==> src/rtl/prewish_blinky.sv <==
// Blinks an 8-bit mask out on o_led, MSB first, TICK_DIV clocks per bit.
// A rising edge on STB_I loads a new mask. A mask of zero parks the block in IDLE.
module prewish_blinky #(
  parameter int TICK_DIV = 16
) (
  input  logic       CLK_I,
  input  logic       RST_I,
  input  logic       STB_I,
  input  logic [7:0] DAT_I,
  output logic       ACK_O,
  output logic       o_led,
  output logic       o_cycle
);

  localparam int CNT_W = (TICK_DIV > 1) ? $clog2(TICK_DIV) : 1;
  localparam logic [CNT_W-1:0] CNT_LAST = CNT_W'(TICK_DIV - 1);

  localparam logic [0:0] ST_IDLE = 1'b0;
  localparam logic [0:0] ST_RUN  = 1'b1;

  logic [0:0]       state_q, state_d;
  logic [7:0]       mask_q, mask_d;
  logic [2:0]       idx_q, idx_d;
  logic [CNT_W-1:0] cnt_q, cnt_d;
  logic             stb_prev_q, stb_prev_d;
  logic             ack_q, ack_d;
  logic             cycle_q, cycle_d;
  logic             load;

  assign load = STB_I & ~stb_prev_q;

  always_comb begin
    state_d    = state_q;
    mask_d     = mask_q;
    idx_d      = idx_q;
    cnt_d      = cnt_q;
    stb_prev_d = STB_I;
    ack_d      = 1'b0;
    cycle_d    = 1'b0;

    // A load takes priority over the bit-advance, so a collision never pulses o_cycle.
    if (load) begin
      mask_d  = DAT_I;
      idx_d   = 3'd7;
      cnt_d   = '0;
      ack_d   = 1'b1;
      state_d = (DAT_I != 8'h00) ? ST_RUN : ST_IDLE;
    end else if (state_q == ST_RUN) begin
      if (cnt_q == CNT_LAST) begin
        cnt_d   = '0;
        idx_d   = idx_q - 3'd1;
        cycle_d = (idx_q == 3'd0);
      end else begin
        cnt_d = cnt_q + CNT_W'(1);
      end
    end
  end

  // stb_prev resets high so a strobe held through reset release is not a load.
  always_ff @(posedge CLK_I or negedge RST_I) begin
    if (!RST_I) begin
      state_q    <= ST_IDLE;
      mask_q     <= 8'h00;
      idx_q      <= 3'd7;
      cnt_q      <= '0;
      stb_prev_q <= 1'b1;
      ack_q      <= 1'b0;
      cycle_q    <= 1'b0;
    end else begin
      state_q    <= state_d;
      mask_q     <= mask_d;
      idx_q      <= idx_d;
      cnt_q      <= cnt_d;
      stb_prev_q <= stb_prev_d;
      ack_q      <= ack_d;
      cycle_q    <= cycle_d;
    end
  end

  assign ACK_O   = ack_q;
  assign o_cycle = cycle_q;
  assign o_led   = (state_q == ST_RUN) & mask_q[idx_q];

endmodule

==> config.mk <==
export PLATFORM = sky130hd
export DESIGN_NAME = prewish_blinky
export DESIGN_NICKNAME = d
export VERILOG_FILES = /design/src/rtl/prewish_blinky.sv
export SDC_FILE = /design/constraint.sdc
export NUM_CORES = 1
export LEC_CHECK = 0
export BUFFER_PORTS_ARGS = -buffer_cell sky130_fd_sc_hd__buf_2
export CORE_MARGIN = 10
export CORE_UTILIZATION = 53
export CTS_CLUSTER_SIZE = 30
export DETAILED_ROUTE_END_ITERATION = 8
export PLACE_DENSITY = 0.75
export SLEW_MARGIN = 20
export SYNTH_ARGS = -nofsm -noshare
export SYNTH_HDL_FRONTEND = slang
export SYNTH_SLANG_ARGS = --single-unit
export TNS_END_PERCENT = 100
==> constraint.sdc <==
create_clock -name CLK_I -period 1.7 [get_ports CLK_I]
set_input_delay 0.255 -clock CLK_I [delete_from_list [all_inputs] [get_ports CLK_I]]
set_output_delay 0.255 -clock CLK_I [all_outputs]
set_load 0.01 [all_outputs]
==> flow_summary_export.csv <==
group,metric,value,unit
logic_synthesis,yosysMostFrequentCell,"nand2_1",
cts,clockBufferDepth,2,
placed_design,io_buffers,13,
min_path,whs_endpoint,"stb_prev_q",
logic_synthesis,synth_cells,87,
floorplan,start_util,0.570,
final_layout,syn_to_final_growth,13.8,%
logic_synthesis,yosys-top-cells-area,"dfrtp_1 (43%), dfstp_2 (12%), nand2_1 (12%), ha_1 (4.3%), mux4_1 (3.0%)",
min_path,hold_path_class,"input port to flip-flop",
logic_synthesis,synthArstFlopShare,1.00,
logic_synthesis,ys_types,29,
timing,skew,7.09,ps
logic_synthesis,ys_seq_area_frac,0.547,
run_status,violations,"negative setup slack",
routing,vias_per_cell,5.43,
pwr,seqPwrFrac,0.591,
timing,fin_crit_sh,1.12,
global_routing,grt_max_degree,20,
logic_synthesis,synth_area,878,um^2
logic_synthesis,avgSynthCellArea,10.1,um^2
global_routing,grt_pass1_vias,651,
timing,setup_slack,-203,ps
pwr,combPwrFrac,0.183,
pwr,clkPwrFrac,0.227,
final_layout,nets,119,
critical_path,r2r-end,"idx_q[2]",
critical_path,r2r_cells,4,
timing,timing.fmax,0.525,GHz
routing,ant_nets,0,
run_status,status,"finished with violations",
routing,num_vias,652,
cts,cts_inserted_buffers,3,
pwr,internal_power,0.000697,W
timing,hold_violations,0,
cts,clk_pin_slew_worst_paths,110,ps
floorplan,dieArea,3690,um^2
cts,htree_levels,1,
min_path,holdPathStages,1,
pwr,p_sw,0.000290,W
critical_path,timing.rr.start,"cnt_q[0]",
final_layout,drive_gt1_frac,0.250,
logic_synthesis,yosysWarnings,0,
timing,max_slew_margin,0.685,
routing,wl,1670,um
critical_path,cp.required,1440,ps
cts,clock_sinks,19,
min_path,holdCritStartpoint,"STB_I",
cts,root_buffer,"clkbuf_4",
routing,route.detailed.drc,0,
final_layout,fin_area,1000,um^2
pwr,ir_drop,628,uV
critical_path,start_kind,"flip-flop",
placed_design,placed_cell_area,962,um^2
timing,finalMaxSlewViolations,0,
critical_path,critPathKind,"flip-flop to output pin",
global_routing,overflow,0,
routing,drt-wirelength-per-cell,13.9,um
pwr,static-leakage-power,0.520,nW
logic_synthesis,ys_seq_elements,19,
pwr,fin_total_pwr,0.000987,W
critical_path,worstSetupEndpointType,"output pin",
timing,rsz0062_at_grt,"yes",
global_routing,grt_first_pass_wirelength,2810,um
logic_synthesis,synth_edf_count,0,
timing,finalCriticalPeriod,1900,ps
floorplan,die_y,60.7,um
logic_synthesis,syn_nets,101,
cts,cts_tree,"yes",
timing,tightest_slew,472,ps
routing,dr.pass1.iters,4,
global_routing,antenna_found_initial,0,
floorplan,io_pins,14,
global_routing,track_usage,0.0985,
critical_path,critPathArrivalTime,1650,ps
placed_design,routabilityCongestion,0.770,
logic_synthesis,yosys.area.top_type,"dfrtp_1",
logic_synthesis,synth_top_area_share,0.427,
timing,finalSetupViolCount,1,
critical_path,ff2ff_setup_slack,350,ps
pwr,swShare,0.294,
pwr,p_per_area,988,nW/um^2
logic_synthesis,netlist_top_cells_count,"nand2_1 (27), dfrtp_1 (15), nor2_1 (5)",
floorplan,rows,14,
floorplan,core-area,1540,um^2
critical_path,cp_max_fo,3,
placed_design,dp_hpwl,1220,um
flow_run,max_cap_violations,0,
placed_design,dp_slack,80.6,ps
logic_synthesis,synthFlopType,"dfrtp_1",
cts,clk_latency,290,ps
floorplan,die_x,60.7,um
routing,drt-initial-drc-count,13,
final_layout,diodes,0,
kinds of logic (layout without fill, tap and decap cells):
kind of cell	after synthesis	count (layout)	share of synthesized area
flops	19	19	0.547
fa+ha+maj	3	3	0.0427
compound gates	8	8	0.0613
xor+xnor	2	2	0.0199
simple gates	44	44	0.228
mux	4	4	0.0655
buf+inv	7	24	0.0356
timing repair:
action | in CTS | in global routing
setup buffers | 0 | 0
hold endpoints to repair | 15 | 0
resized for setup | 1 | 1
pin swaps | 0 | 0
hold buffers | 1 | 0
endpoints found under the setup margin | 1 | 1
state kept, by name (all words and copies together) (netlist names):
| name | cells |
|---|---|
| idx_q | 3 |
| cnt_q | 4 |
| mask_q | 8 |
| o_cycle | 1 |
| stb_prev_q | 1 |
| ACK_O | 1 |
| state_q | 1 |
critical path: stages (launching register included):
cell and delay [ps]:
dfstp_2 570, mux4_2 490, nor2_1 90, a311oi_1 50, buf_2 150
layer usage:
| layer | routed length (um) | GRT usage | vias to the layer above |
|---|---|---|---|
| li1 | - | - | 327 |
| met1 | 798 | 0.125 | 306 |
| met2 | 745 | 0.146 | 14 |
| met3 | 98 | 0.0376 | 5 |
| met4 | 22 | 0.0439 | 0 |
| met5 | 0 | 0 | - |
metrics by stage:
| stage | hold WS [ps] | TNS, ps | cells | util |
|---|---|---|---|---|
| 2_1_floorplan | -40.6 | 0 | 87 | - |
| 3_3_place_gp | 211 | 0 | 115 | 0.624 |
| 3_5_place_dp | 215 | 0 | 115 | 0.624 |
| 4_1_cts | 54.9 | -206 | 120 | 0.645 |
| 5_1_grt | 51.8 | -258 | 120 | 0.649 |
| 6_report | 63.3 | -203 | 120 | 0.649 |
power groups by stage:
stage	Sequential, W	Clock, W	Combinational (W)
global placement	0.000584	0	0.000172
global route	0.000592	0.000245	0.000210
floorplan	0.000573	0	0.000127
finish	0.000583	0.000224	0.000180
detailed placement	0.000590	0	0.000179
CTS	0.000582	0.000227	0.000183
final cells by class:
| type | count | area, um^2 |
|---|---|---|
| Timing Repair Buffer | 16 | 90.1 |
| Tap cell | 16 | 20.0 |
| Sequential cell | 19 | 480 |
| Clock buffer | 4 | 26.3 |
| Fill cell | 130 | 542 |
| Inverter | 4 | 15.0 |
| Multi-Input combinational cell | 61 | 368 |
how the worst max path moves through the flow:
stage | start | end | slack, ps | depth (start not counted)
after floorplan | idx_q[1] | o_led | 200 | 3
after global placement | idx_q[1] | o_led | 100 | 4
after global routing | idx_q[1] | o_led | -260 | 4
after CTS | idx_q[1] | o_led | -210 | 4
after detailed placement | idx_q[1] | o_led | 80 | 4
final | idx_q[1] | o_led | -200 | 4
cells in the final DEF, fill, tap and decap left out, types with 2 or more instances in the layout:
cell      synthesis  layout
nand2_1          27      27
nand3_1           3       3
inv_1             4       4
buf_4             1       2
buf_2             1      13
ha_1              3       3
dfstp_2           4       4
nor2_1            5       5
clkbuf_4          0       3
a21oi_1           2       2
dfrtp_1          15      15
mux2i_1           2       2
nand2b_1          2       2
nor4_1            2       2
Note: power is estimated with default switching activity, not from simulation.
